**config.mk**
```make
export PLATFORM = sky130hd
export DESIGN_NAME = fu_issue
export DESIGN_NICKNAME = d
export VERILOG_FILES = /design/src/rtl/mycpu_pkg.sv /design/src/rtl/fu_rsp_fifo.sv /design/src/rtl/fu_issue.sv
export SDC_FILE = /design/constraint.sdc
export NUM_CORES = 1
export LEC_CHECK = 0
export ABC_CLOCK_PERIOD_IN_PS = 1800
export BUFFER_PORTS_ARGS = -buffer_cell sky130_fd_sc_hd__buf_2
export CORE_MARGIN = 1.5
export CORE_UTILIZATION = 25
export DETAILED_ROUTE_END_ITERATION = 7
export SYNTH_ARGS = -nofsm -noshare
export SYNTH_HDL_FRONTEND = slang
export SYNTH_SLANG_ARGS = --single-unit
```
**constraint.sdc**
```tcl
create_clock -name clk -period 1.8 [get_ports clk]
set_input_delay 0.36 -clock clk [delete_from_list [all_inputs] [get_ports clk]]
set_output_delay 0.36 -clock clk [all_outputs]
set_load 0.05 [all_outputs]
```
**src/rtl/mycpu_pkg.sv**
```systemverilog
// Shared types for the mycpu datapath: function selects, FU width,
// response entry layout and the issue-stage state encoding.
package mycpu_pkg;

    localparam int FU_W       = 16;
    localparam int RSP_TAG_W  = 4;

    // Function select encodings understood by the combinational FU
    typedef enum logic [3:0] {
        FMOVA = 4'h0,
        FINC  = 4'h1,
        FADD  = 4'h2,
        FADDC = 4'h3,
        FSUBB = 4'h4,
        FSUB  = 4'h5,
        FDEC  = 4'h6,
        FMUL  = 4'h7,
        FAND  = 4'h8,
        FOR   = 4'h9,
        FXOR  = 4'hA,
        FNOT  = 4'hB,
        FMOVB = 4'hC,
        FSHR  = 4'hD,
        FSHL  = 4'hE,
        FCLR  = 4'hF
    } fs_t;

    // One captured FU result as it travels back to the sequencer
    typedef struct packed {
        logic [FU_W-1:0]      f;
        logic                 z;
        logic                 n;
        logic [RSP_TAG_W-1:0] tag;
    } rsp_entry_t;

    typedef enum logic {
        IDLE = 1'b0,
        EXEC = 1'b1
    } issue_state_t;

    // Only the multiplier is timed as a multi-cycle path through the FU
    function automatic logic is_multicycle(input fs_t fs);
        return (fs == FMUL);
    endfunction

endpackage

```
**src/rtl/fu_rsp_fifo.sv**
```systemverilog
// Small synchronous FIFO holding FU responses; the element type is a
// parameter so the issue stage can carry its own tag width.
module fu_rsp_fifo
    import mycpu_pkg::*;
#(
    parameter int  DEPTH = 2,
    parameter type T     = rsp_entry_t,
    localparam int CNT_W = $clog2(DEPTH + 1)
) (
    input  logic             clk,
    input  logic             rst_n,
    input  logic             push,
    input  T                 push_data,
    input  logic             pop,
    output T                 head,
    output logic             valid,
    output logic [CNT_W-1:0] count
);

    localparam int               PTR_W    = (DEPTH > 1) ? $clog2(DEPTH) : 1;
    localparam logic [PTR_W-1:0] LAST_PTR = PTR_W'(DEPTH - 1);
    localparam logic [CNT_W-1:0] DEPTH_C  = CNT_W'(DEPTH);

    T                 mem [DEPTH];
    logic [PTR_W-1:0] wr_ptr;
    logic [PTR_W-1:0] rd_ptr;
    logic             do_pop;
    logic             do_push;

    // A pop on an empty FIFO is dropped; a push into a full FIFO only lands if a pop frees the slot
    always_comb begin
        do_pop  = pop && (count != '0);
        do_push = push && ((count < DEPTH_C) || do_pop);
    end

    // Storage, wrapping pointers and occupancy count
    always_ff @(posedge clk or negedge rst_n) begin
        if (!rst_n) begin
            for (int i = 0; i < DEPTH; i++) begin
                mem[i] <= '0;
            end
            wr_ptr <= '0;
            rd_ptr <= '0;
            count  <= '0;
        end else begin
            if (do_push) begin
                mem[wr_ptr] <= push_data;
                wr_ptr      <= (wr_ptr == LAST_PTR) ? '0 : wr_ptr + 1'b1;
            end
            if (do_pop) begin
                rd_ptr <= (rd_ptr == LAST_PTR) ? '0 : rd_ptr + 1'b1;
            end
            case ({do_push, do_pop})
                2'b10:   count <= count + 1'b1;
                2'b01:   count <= count - 1'b1;
                default: count <= count;
            endcase
        end
    end

    assign head  = mem[rd_ptr];
    assign valid = (count != '0);

endmodule

```
**src/rtl/fu_issue.sv**
```systemverilog
// Issue stage between the control sequencer and the combinational FU:
// latches a request onto the FU inputs, holds them for the execution
// window, then queues f/z/n with the request tag for the consumer.
module fu_issue
    import mycpu_pkg::*;
#(
    parameter int MUL_CYCLES = 3,
    parameter int RSP_DEPTH  = 2,
    parameter int TAG_W      = 4
) (
    input  logic             clk,
    input  logic             rst_n,
    input  logic             req_valid,
    output logic             req_ready,
    input  logic [3:0]       req_fs,
    input  logic [15:0]      req_a,
    input  logic [15:0]      req_b,
    input  logic [TAG_W-1:0] req_tag,
    output logic [15:0]      a_out,
    output logic [15:0]      b_out,
    output logic [3:0]       fs_out,
    input  logic [15:0]      f_in,
    input  logic             z_in,
    input  logic             n_in,
    output logic             rsp_valid,
    input  logic             rsp_ready,
    output logic [15:0]      rsp_f,
    output logic             rsp_z,
    output logic             rsp_n,
    output logic [TAG_W-1:0] rsp_tag,
    output logic             busy,
    output logic             z_sticky,
    output logic             n_sticky,
    output logic [15:0]      op_count,
    input  logic             clr_status
);

    localparam int                CNT_W    = $clog2(MUL_CYCLES + 1);
    localparam logic [CNT_W-1:0]  MUL_LOAD = CNT_W'(MUL_CYCLES);
    localparam logic [CNT_W-1:0]  ONE      = CNT_W'(1);
    localparam int                FCNT_W   = $clog2(RSP_DEPTH + 1);
    localparam logic [FCNT_W-1:0] DEPTH_C  = FCNT_W'(RSP_DEPTH);

    typedef struct packed {
        logic [FU_W-1:0]  f;
        logic             z;
        logic             n;
        logic [TAG_W-1:0] tag;
    } entry_t;

    issue_state_t      state;
    logic [CNT_W-1:0]  cycle_cnt;
    logic [TAG_W-1:0]  tag_q;
    logic              run_q;
    logic [FCNT_W-1:0] fifo_count;
    logic              accept;
    logic              push;
    logic              pop;
    entry_t            push_data;
    entry_t            head;

    // Readiness comes purely from flops so rsp_ready never ripples into req_ready
    assign req_ready = run_q && (state == IDLE) && (fifo_count < DEPTH_C);
    assign accept    = req_valid && req_ready;
    assign push      = (state == EXEC) && (cycle_cnt == ONE);
    assign pop       = rsp_valid && rsp_ready;
    assign busy      = (state == EXEC);

    assign push_data = '{f: f_in, z: z_in, n: n_in, tag: tag_q};

    // Holds req_ready low through reset and the first edge after release
    always_ff @(posedge clk or negedge rst_n) begin
        if (!rst_n) begin
            run_q <= 1'b0;
        end else begin
            run_q <= 1'b1;
        end
    end

    // Issue FSM: capture on accept, count down the execution window, then hand back to IDLE
    always_ff @(posedge clk or negedge rst_n) begin
        if (!rst_n) begin
            state     <= IDLE;
            cycle_cnt <= '0;
            tag_q     <= '0;
            a_out     <= '0;
            b_out     <= '0;
            fs_out    <= '0;
        end else begin
            case (state)
                IDLE: begin
                    if (accept) begin
                        a_out     <= req_a;
                        b_out     <= req_b;
                        fs_out    <= req_fs;
                        tag_q     <= req_tag;
                        cycle_cnt <= is_multicycle(fs_t'(req_fs)) ? MUL_LOAD : ONE;
                        state     <= EXEC;
                    end
                end
                EXEC: begin
                    cycle_cnt <= cycle_cnt - 1'b1;
                    if (cycle_cnt == ONE) begin
                        state <= IDLE;
                    end
                end
                default: state <= IDLE;
            endcase
        end
    end

    // Sticky flags and op counter; a clear that lands with a push keeps that push
    always_ff @(posedge clk or negedge rst_n) begin
        if (!rst_n) begin
            z_sticky <= 1'b0;
            n_sticky <= 1'b0;
            op_count <= '0;
        end else if (push && clr_status) begin
            z_sticky <= z_in;
            n_sticky <= n_in;
            op_count <= 16'd1;
        end else if (push) begin
            z_sticky <= z_sticky | z_in;
            n_sticky <= n_sticky | n_in;
            op_count <= op_count + 16'd1;
        end else if (clr_status) begin
            z_sticky <= 1'b0;
            n_sticky <= 1'b0;
            op_count <= '0;
        end
    end

    fu_rsp_fifo #(
        .DEPTH (RSP_DEPTH),
        .T     (entry_t)
    ) u_rsp_fifo (
        .clk       (clk),
        .rst_n     (rst_n),
        .push      (push),
        .push_data (push_data),
        .pop       (pop),
        .head      (head),
        .valid     (rsp_valid),
        .count     (fifo_count)
    );

    assign rsp_f   = head.f;
    assign rsp_z   = head.z;
    assign rsp_n   = head.n;
    assign rsp_tag = head.tag;

endmodule

```
Word-level counts from Yosys, hierarchy flattened

Cells that the tools add are included.

$add $sub $neg: 6
$mul: 0
Div/mod/pow operators: 0
Magnitude comparators: 4
Equality and inequality tests: 5
Shift operators: 0
Muxes and demuxes: 23
Bitwise logic cells: 5
Reductions and logical operators: 14

Operator list:

| operator                                             | number |
|---|---|
| two-way mux 22 bit                                   | 4 |
| two-way mux 16 bit                                   | 3 |
| bitwise mux 44 bit                                   | 1 |
| demux 22 bit (select 1 bit)                          | 1 |
| adder 16 x 1 -> 16 bit (second input constant)       | 1 |
| logical AND 1 bit                                    | 9 |
| two-way mux 1 bit                                    | 9 |
| one-hot mux 2 bit (2 select lines)                   | 2 |
| equality test 2 x 1 -> 1 bit (second input constant) | 2 |
| equality test 4 x 3 -> 1 bit (second input constant) | 1 |
| >= comparator 2 bit (second input constant)          | 2 |
| two-way mux 2 bit                                    | 2 |
| NOT 1 -> 2 bit                                       | 2 |
| nonzero test 2 bit                                   | 2 |
| subtractor 2 x 1 -> 2 bit (second input constant)    | 2 |
| nonzero test 3 bit                                   | 1 |
| adder 1 bit (second input constant)                  | 2 |
| adder 2 x 1 -> 2 bit (second input constant)         | 1 |
| equality test 2 bit (second input constant)          | 1 |
| < comparator 2 x 1 -> 1 bit (second input constant)  | 1 |
| < comparator 2 bit (second input constant)           | 1 |
| != test 2 bit (second input constant)                | 1 |
| bitwise OR 1 bit                                     | 2 |
| one-hot mux 1 bit (2 select lines)                   | 1 |
| other kinds (3)                                      | 3 |

Bits in registers: 110
Latch bits: 0
RAM bits: 0
Bits in read-only memories: 0
Input port bits: 63
Output and inout bits: 79
Logic and storage cells: 78
Memories: 0

Longest topological paths before layout

Gate-level depths: netlist of run 1.

Depth after elaboration: 7
Mapped depth: 9
Gate-level depth less buffers: 8

By module

A second synthesis of run 1 with hierarchy kept.

Cell total of the unflattened synthesis: 328
Area total of the unflattened synthesis: 4,843.4 µm²

By module, submodules not included:

| module      | times used | cells each | area an instance (µm²) | sequential area each (µm²) |
|---|---|---|---|---|
| fu_issue    | 1          | 193        | 2,555.0                | 1,551.5 |
| fu_rsp_fifo | 1          | 135        | 2,288.4                | 1,201.2 |

Least setup slack after synthesis of run 1

OpenSTA, ideal clock, no wires.

Kind: reg-to-output
From: register state, in the netlist busy
To: output port req_ready
Arrival: 1.924 ns
Required time: 1.440 ns
Slack: -0.484 ns
Cell stages (with the launch flop): 3
Path buffers: 1
Path through: dfrtp_1 -> buf_6 -> nor3b_1

Longest elaborated chain between the ends: 3

RTL lines:

| what                            | line            | RTL |
|---|---|---|
| start: declaration              | fu_issue.sv:51  | `issue_state_t state;` |
| start signal: assignment        | fu_issue.sv:83  | `state <= IDLE;` |
| start signal: assignment        | fu_issue.sv:98  | `state <= EXEC;` |
| start signal: assignment        | fu_issue.sv:104 | `state <= IDLE;` |
| NOT 1 bit (no source line)      | -               |  |
| logical AND 1 bit (2 in series) | fu_issue.sv:63  | `assign req_ready = run_q && (state == IDLE) && (fifo_count < DEPTH_C);` |
| end: declaration                | fu_issue.sv:14  | `output logic req_ready,` |

Every way passes these cells.

Worst setup path in the final report of run 1

From: register u_rsp_fifo.rd_ptr
To: output port rsp_f[6]

Longest elaborated chain between the ends: 4

RTL lines:

| what                                                   | line              | RTL |
|---|---|---|
| start: declaration                                     | fu_rsp_fifo.sv:26 | `logic [PTR_W-1:0] rd_ptr;` |
| start signal: assignment                               | fu_rsp_fifo.sv:51 | `rd_ptr <= (rd_ptr == LAST_PTR) ? '0 : rd_ptr + 1'b1;` |
| NOT 1 -> 2 bit (implied by the code)                   | fu_rsp_fifo.sv:61 | `assign head = mem[rd_ptr];` |
| two-way mux 22 bit (implied by the code) (3 in series) | fu_rsp_fifo.sv:61 |  |
| end: declaration                                       | fu_issue.sv:27    | `output logic [15:0] rsp_f,` |

Every way passes these cells. The select of a mux whose other input is x is not followed.

==> metrics.txt, run 1 <==
# TYPE chip_impl_metric gauge
chip_impl_info{name="run_status",value="finished with violations"} 1
chip_impl_info{name="failed_checks",value="setup timing"} 1
chip_impl_info{name="synth.top_cells.by_count",value="dfrtp_1, mux2_2, mux2_4, nor2_1, buf_6"} 1
chip_impl_metric{name="floorplan.initialDensity",unit=""} 0.2570
chip_impl_metric{name="drv_slew",unit=""} 0
chip_impl_metric{name="max_clock_freq",unit="GHz"} 0.5514
chip_impl_info{name="rsz0062_at_grt",value="true"} 1
chip_impl_info{name="timing.hold.worst.class",value="in2reg"} 1
chip_impl_metric{name="drc_errors",unit=""} 0
chip_impl_info{name="yosys.cell_count.top_type",value="dfrtp_1"} 1
chip_impl_info{name="postSynth.topFlopCell",value="dfrtp_1"} 1
chip_impl_metric{name="seq_area_frac_synth",unit=""} 0.5670
chip_impl_metric{name="synth_nets",unit=""} 397
chip_impl_metric{name="worst-path-max-fanout",unit=""} 5
chip_impl_metric{name="area_growth_syn_to_layout",unit="%"} 32.73
chip_impl_metric{name="min_period",unit="ns"} 1.813
chip_impl_metric{name="gp_congestion",unit=""} 0.7294
chip_impl_metric{name="die_w",unit="µm"} 142.4
chip_impl_metric{name="drt_pass1_iterations",unit=""} 4
chip_impl_info{name="cts_root_buf",value="clkbuf_16"} 1
chip_impl_metric{name="detail_route.iter0.violations",unit=""} 80
chip_impl_metric{name="finalClockSkew",unit="ns"} 0.008487
chip_impl_metric{name="row_count",unit=""} 50
chip_impl_metric{name="totalWireLength",unit="mm"} 11.05
chip_impl_metric{name="cts_num_sinks",unit=""} 110
chip_impl_metric{name="place.port_buffers",unit=""} 141
chip_impl_metric{name="maximum_number_of_pins_on_one_net_before_global_route_repair",unit=""} 30
chip_impl_metric{name="cell_area_after_synthesis",unit="mm²"} 0.004855
chip_impl_metric{name="count_of_distinct_cell_types_in_the_synthesized_netlist",unit=""} 41
chip_impl_metric{name="setup_viol",unit=""} 8
chip_impl_metric{name="number_of_post_cts_setup_repair_buffers",unit=""} 0
chip_impl_metric{name="ys_seq_elements",unit=""} 110
chip_impl_metric{name="pd_cells",unit="mW/mm²"} 2070
chip_impl_info{name="cts_tree",value="built"} 1
chip_impl_metric{name="hold_slack_final",unit="ns"} 0.2351
chip_impl_metric{name="fill_cells",unit=""} 1933
chip_impl_metric{name="place_ws",unit="ns"} 0.07605
chip_impl_metric{name="cp.required",unit="ns"} 1.44
chip_impl_metric{name="layout.core_utilization",unit=""} 0.3411
chip_impl_metric{name="number_of_clock_buffers_inserted_by_tritoncts",unit=""} 9
chip_impl_metric{name="max_cap_violations",unit=""} 0
chip_impl_metric{name="insertion_delay_to_the_later_sink_of_the_worst_skew_pair",unit="ns"} 0.35
chip_impl_metric{name="ir_drop_worst_vdd",unit="mV"} 0.9179
chip_impl_metric{name="power",unit="mW"} 13.34
chip_impl_metric{name="cts.htree.levels",unit=""} 3
chip_impl_metric{name="grt_use_total",unit=""} 0.1134
chip_impl_metric{name="final_layout_size_suffix_gt1_frac",unit=""} 0.6033
chip_impl_metric{name="synth_enable_flop_cells",unit=""} 0
chip_impl_metric{name="synth_area_per_cell",unit="µm²"} 14.67
chip_impl_metric{name="cts.clk_slew.worst_paths",unit="ns"} 0.07
chip_impl_metric{name="avgRoutedWirePerCell",unit="µm"} 14.75
chip_impl_metric{name="nNetsFinal",unit=""} 550
chip_impl_info{name="criticalPathCategory",value="reg2out"} 1
chip_impl_metric{name="final.setup.tns",unit="ns"} -0.06095
chip_impl_info{name="capturing_element_type_of_the_critical_path",value="primary output"} 1
chip_impl_metric{name="fin_ws",unit="ns"} -0.01342
chip_impl_metric{name="floorplan.die.height",unit="µm"} 142.4
chip_impl_metric{name="synth.top_cell.area_share",unit=""} 0.5670
chip_impl_metric{name="total_leakage_power",unit="nW"} 3.012
chip_impl_info{name="cell_taking_the_most_area_after_synthesis",value="dfrtp_1"} 1
chip_impl_metric{name="yosysWarningCount",unit=""} 0
chip_impl_metric{name="standard_cell_core_area",unit="mm²"} 0.01889
chip_impl_metric{name="io_pins",unit=""} 142
chip_impl_metric{name="dr_total_vias",unit=""} 3162
chip_impl_metric{name="die_area",unit="mm²"} 0.02026
chip_impl_metric{name="vias_in_the_first_global_route",unit=""} 3404
chip_impl_metric{name="grt_antenna_before_repair",unit=""} 1
chip_impl_metric{name="dp_hpwl",unit="mm"} 7.669
chip_impl_metric{name="synthArstFlopShare",unit=""} 1.000
chip_impl_metric{name="route.detailed.vias_per_inst",unit=""} 4.222
chip_impl_metric{name="timing.final.hold_violations",unit=""} 0
chip_impl_metric{name="grt-ovfl-total",unit=""} 0
chip_impl_info{name="synth.top_cells.by_area",value="dfrtp_1, mux2_2, mux2_4, buf_6, xnor2_1"} 1
chip_impl_metric{name="timing.final.crit_share",unit=""} 1.007
chip_impl_metric{name="netlist_instances",unit=""} 331
chip_impl_metric{name="grt_first_pass_wirelength",unit="mm"} 17.60
chip_impl_metric{name="antenna-diode-count",unit=""} 0
chip_impl_info{name="crit_path_start_kind",value="register"} 1
chip_impl_metric{name="drt.antenna.violating_nets",unit=""} 0
chip_impl_metric{name="cp.arrival",unit="ns"} 1.45
chip_impl_metric{name="cts_max_path_buffers",unit=""} 2
-- registers in the layout (all words and copies together), names as in the netlist --
name / count
a_out: 16
b_out: 16
busy: 1
cycle_cnt: 2
fs_out: 4
n_sticky: 1
op_count: 16
run_q: 1
tag_q: 4
u_rsp_fifo.count: 2
u_rsp_fifo.mem: 44
u_rsp_fifo.rd_ptr: 1
u_rsp_fifo.wr_ptr: 1
z_sticky: 1
-- final timing paths --
check	depth (start not counted)	slack, ns	end	from
setup / recovery	3	-0.01	rsp_f[6]	u_rsp_fifo.rd_ptr
hold / removal	2	0.24	b_out[11]	req_b[11]
setup reg to reg	7	0.09	u_rsp_fifo.mem[36]	cycle_cnt[1]
hold reg to reg	1	0.50	cycle_cnt[0]	cycle_cnt[0]
max in group asynchronous	3	0.77	n_sticky	rst_n
min in group asynchronous	2	0.50	op_count[15]	rst_n
-- cell type report --
type | count | area, µm² | share of cell area
flip-flops and latches | 110 | 2755 | 0.4276
multi-input cells | 198 | 1942 | 0.3014
repair buffers | 158 | 1101 | 0.1709
well taps | 260 | 325.3 | 0.05049
clock buffers | 11 | 252.7 | 0.03922
clock inverters | 5 | 41.29 | 0.006408
inverters | 7 | 26.28 | 0.004078
-- per-layer routing --
layer	global-route usage	wire length [µm]
met5	0	10
met4	0.03473	127
met3	0.03970	718
met2	0.1807	5112
met1	0.1446	5076
-- logic make-up (layout without fill, tap and decap cells) --
logic type,after synthesis,after routing,synth area share
other,1,1,0.0007725
buffers and inverters,23,181,0.03969
multiplexers,109,109,0.2680
adder cells (fa/ha/maj),3,3,0.007733
AND/OR/NAND/NOR,55,55,0.06649
AO/OA/AOI/OAI,15,15,0.02320
XOR/XNOR,15,15,0.02706
flip-flops,110,110,0.5670
-- critical path: stages, from the launching register on --
cell	delay, ns
dfrtp_2	0.42
buf_4	0.18
mux2_2	0.35
buf_6	0.15
-- per-stage QoR --
| stage | cell area (µm²) | std cells |
|---|---|---|
| 2_1_floorplan | 4861 | 331 |
| 3_3_place_gp | 5928 | 731 |
| 3_5_place_dp | 5928 | 731 |
| 4_1_cts | 6377 | 748 |
| 5_1_grt | 6444 | 749 |
| 6_report | 6444 | 749 |
-- placed cells by master (no fill, tap or decap), drive strengths merged, types with 2 or more instances in the layout --
cell and n:
a21oi 5, a31o 2, and2 4, and4 2, buf 156, clkbuf 12, clkinv 2, clkinvlp 2
dfrtp 110, ha 3, inv 8, mux2 108, nand2 6, nand2b 2, nand3 5, nand4 8
nor2 16, nor2b 2, nor3 3, o21ai 6, or3 2, xnor2 8, xor2 7
-- what timing repair did --
| action | in CTS | in global routing |
|---|---|---|
| setup endpoints to repair | 22 | 25 |
| hold buffers | 1 | 0 |
| gates cloned | 0 | 1 |
| gates resized for setup | 46 | 20 |
| hold endpoints to repair | 24 | 0 |
-- where the power goes --
group / leakage (nW) / switching (mW) / total [mW] / internal, mW
Clock: 0.138 / 0.934 / 1.96 / 1.03
Sequential: 1.36 / 0.618 / 4.16 / 3.54
Combinational: 1.51 / 4.36 / 7.22 / 2.86
Total: 3.01 / 5.91 / 13.3 / 7.43
No activity file was read; power rests on OpenSTA's default activity.
==> inputs of run 2 (changes only) <==
Settings changed: ABC_CLOCK_PERIOD_IN_PS 1800 to 2100.
Clock period 1.8 ns to 2.1 ns, I/O delays scaled along.
==> run 2 against run 1 <==
- the flow now finishes without violations
- via count down 1.4%
- global-route usage down 0.12 points
- worst hold slack better by 0.065 ns
- final cell count down 0.93%
- critical endpoint is now rsp_tag[2]
==> metrics.txt, run 2 (synthesis results as in run 1) <==
# TYPE chip_impl_metric gauge
chip_impl_metric{name="grt_use_total",unit=""} 0.1123
chip_impl_metric{name="max_cap_violations",unit=""} 0
chip_impl_metric{name="grt_antenna_before_repair",unit=""} 1
chip_impl_metric{name="maximum_number_of_pins_on_one_net_before_global_route_repair",unit=""} 57
chip_impl_metric{name="cts_max_path_buffers",unit=""} 2
chip_impl_metric{name="timing.final.crit_share",unit=""} 0.9172
chip_impl_metric{name="area_growth_syn_to_layout",unit="%"} 27.84
chip_impl_info{name="timing.hold.worst.class",value="in2reg"} 1
chip_impl_metric{name="detail_route.iter0.violations",unit=""} 98
chip_impl_metric{name="worst_pin_slew",unit="ns"} 0.8383
chip_impl_info{name="layout_commonest_cell",value="buf_2"} 1
chip_impl_metric{name="place.port_buffers",unit=""} 141
chip_impl_metric{name="drt_pass1_iterations",unit=""} 4
chip_impl_metric{name="insertion_delay_to_the_later_sink_of_the_worst_skew_pair",unit="ns"} 0.35
chip_impl_metric{name="timing.final.hold_violations",unit=""} 0
chip_impl_metric{name="die_area",unit="mm²"} 0.02026
chip_impl_metric{name="cts_num_sinks",unit=""} 110
chip_impl_metric{name="number_of_clock_buffers_inserted_by_tritoncts",unit=""} 9
chip_impl_info{name="crit_path_start_kind",value="register"} 1
chip_impl_metric{name="timing.max_slew.rel_slack",unit=""} 0.4385
chip_impl_metric{name="cp.required",unit="ns"} 1.68
chip_impl_metric{name="place_ws",unit="ns"} 0.1862
chip_impl_metric{name="pd_cells",unit="mW/mm²"} 1787
chip_impl_metric{name="critPathBufInv",unit=""} 2
chip_impl_metric{name="cts.clk_slew.worst_paths",unit="ns"} 0.07
chip_impl_info{name="cts_tree",value="built"} 1
chip_impl_info{name="criticalPathCategory",value="reg2out"} 1
chip_impl_metric{name="finalClockSkew",unit="ns"} 0.008585
chip_impl_info{name="cp_cell_sequence",value="buf_6, mux2_2, buf_2"} 1
chip_impl_metric{name="worst-path-max-fanout",unit=""} 16
chip_impl_metric{name="final_layout_size_suffix_gt1_frac",unit=""} 0.5851
chip_impl_metric{name="dp_hpwl",unit="mm"} 7.905
chip_impl_metric{name="number_of_post_cts_setup_repair_buffers",unit=""} 0
chip_impl_metric{name="fin_ws",unit="ns"} 0.1740
chip_impl_metric{name="route.detailed.vias_per_inst",unit=""} 4.202
chip_impl_metric{name="layout.cells.non_filler",unit=""} 742
chip_impl_info{name="layout.cells.most_common_list",value="buf_2, dfrtp_1, mux2_2, mux2_4, nor2_1"} 1
chip_impl_metric{name="row_count",unit=""} 50
chip_impl_metric{name="drt.antenna.violating_nets",unit=""} 0
chip_impl_metric{name="nNetsFinal",unit=""} 544
chip_impl_metric{name="cp.arrival",unit="ns"} 1.51
chip_impl_metric{name="standard_cell_core_area",unit="mm²"} 0.01889
chip_impl_metric{name="drc_errors",unit=""} 0
chip_impl_metric{name="min_period",unit="ns"} 1.926
chip_impl_metric{name="dr_total_vias",unit=""} 3118
chip_impl_metric{name="die_w",unit="µm"} 142.4
chip_impl_metric{name="io_pins",unit=""} 142
chip_impl_info{name="cts_root_buf",value="clkbuf_16"} 1
chip_impl_metric{name="largest_register_ffs",unit=""} 44
chip_impl_info{name="critical-path-top-delay-family",value="buffers and inverters"} 1
chip_impl_metric{name="ir_drop_worst_vdd",unit="mV"} 0.8330
chip_impl_metric{name="floorplan.die.height",unit="µm"} 142.4
chip_impl_metric{name="totalWireLength",unit="mm"} 10.85
chip_impl_metric{name="dpl.cell_count",unit=""} 726
chip_impl_info{name="timing.critical_path.slowest_stage_cell",value="mux2_2"} 1
chip_impl_metric{name="grt_first_pass_wirelength",unit="mm"} 17.67
chip_impl_metric{name="vias_in_the_first_global_route",unit=""} 3422
chip_impl_info{name="rsz0062_at_grt",value="false"} 1
chip_impl_info{name="run_status",value="complete, no violations"} 1
chip_impl_metric{name="cts.htree.levels",unit=""} 3
chip_impl_metric{name="fill_cells",unit=""} 1953
chip_impl_info{name="capturing_element_type_of_the_critical_path",value="primary output"} 1
chip_impl_metric{name="drv_slew",unit=""} 0
chip_impl_metric{name="timing.critical_path.slowest_cell_delay",unit="ns"} 0.37
chip_impl_metric{name="antenna-diode-count",unit=""} 0
chip_impl_info{name="top_register",value="u_rsp_fifo.mem"} 1
chip_impl_metric{name="max_clock_freq",unit="GHz"} 0.5192
chip_impl_metric{name="floorplan.initialDensity",unit=""} 0.2570
chip_impl_metric{name="setup_viol",unit=""} 0
chip_impl_metric{name="grt-ovfl-total",unit=""} 0
chip_impl_metric{name="avgRoutedWirePerCell",unit="µm"} 14.62
chip_impl_metric{name="total_leakage_power",unit="nW"} 2.929
chip_impl_metric{name="gp_congestion",unit=""} 0.7117
chip_impl_metric{name="power",unit="mW"} 11.09
chip_impl_metric{name="hold_slack_final",unit="ns"} 0.2999
chip_impl_metric{name="final.setup.tns",unit="ns"} 0
## run 2: cell count changes in the layout (fill, tap and decap cells not counted), moves of 2 or more
| cell | previous run | this run |
|---|---|---|
| buf_2 | 117 | 140 |
| buf_6 | 18 | 1 |
| mux2_2 | 80 | 86 |
| mux2_4 | 26 | 20 |
| buf_12 | 8 | 3 |
| buf_8 | 5 | 0 |
| bufinv_16 | 0 | 4 |
| clkbuf_1 | 0 | 2 |
| clkbuf_8 | 2 | 0 |
| clkinv_4 | 2 | 0 |
| clkinvlp_4 | 2 | 0 |
| dfrtp_1 | 108 | 110 |
| dfrtp_2 | 2 | 0 |
## run 2: what timing repair did
| action | CTS | global route |
|---|---|---|
| endpoints found under the hold margin | 22 | 0 |
| hold buffers | 1 | 0 |
| endpoints found under the setup margin | 0 | 1 |
| gates resized for setup | 0 | 1 |
## run 2: metal layers
layer,global-route usage,vias to the layer above,share of wire
li1,-,1445,-
met4,0.03798,2,0.014
met1,0.1322,1567,0.42
met2,0.1931,92,0.51
met3,0.03600,12,0.053
met5,0,-,0.0012
## run 2: power by group
group / leakage (nW) / switching, mW / internal [mW]
clock network: 0.170 / 0.757 / 1.28
registers: 1.36 / 0.517 / 3.03
logic: 1.39 / 3.63 / 1.88
## run 2: final timing paths
| path | startpoint | endpoint | slack [ns] | cells past startpoint |
|---|---|---|---|---|
| worst max register to register | cycle_cnt[1] | u_rsp_fifo.mem[36] | 0.19 | 7 |
| max in group asynchronous | rst_n | a_out[11] | 0.84 | 3 |
| worst max-delay path | u_rsp_fifo.rd_ptr | rsp_tag[2] | 0.17 | 3 |
| worst min-delay path | req_b[11] | b_out[11] | 0.30 | 2 |
| worst min register to register | cycle_cnt[0] | cycle_cnt[0] | 0.48 | 1 |
| min in group asynchronous | rst_n | a_out[13] | 0.52 | 2 |
## run 2: layout make-up
type	count	area (µm²)	share of cell area
clock inverters	4	120.1	0.01935
multi-input cells	198	1914	0.3085
inverters	7	26.28	0.004234
flip-flops and latches	110	2753	0.4435
repair buffers	152	834.6	0.1345
well taps	260	325.3	0.05242
clock buffers	11	232.7	0.03750
## run 2: per-stage QoR
stage | instance area (µm²) | utilization
after floorplan | 4860 | -
after global placement | 5839 | 0.3091
after detailed placement | 5839 | 0.3091
after CTS | 6202 | 0.3283
after global routing | 6206 | 0.3285
final | 6206 | 0.3285
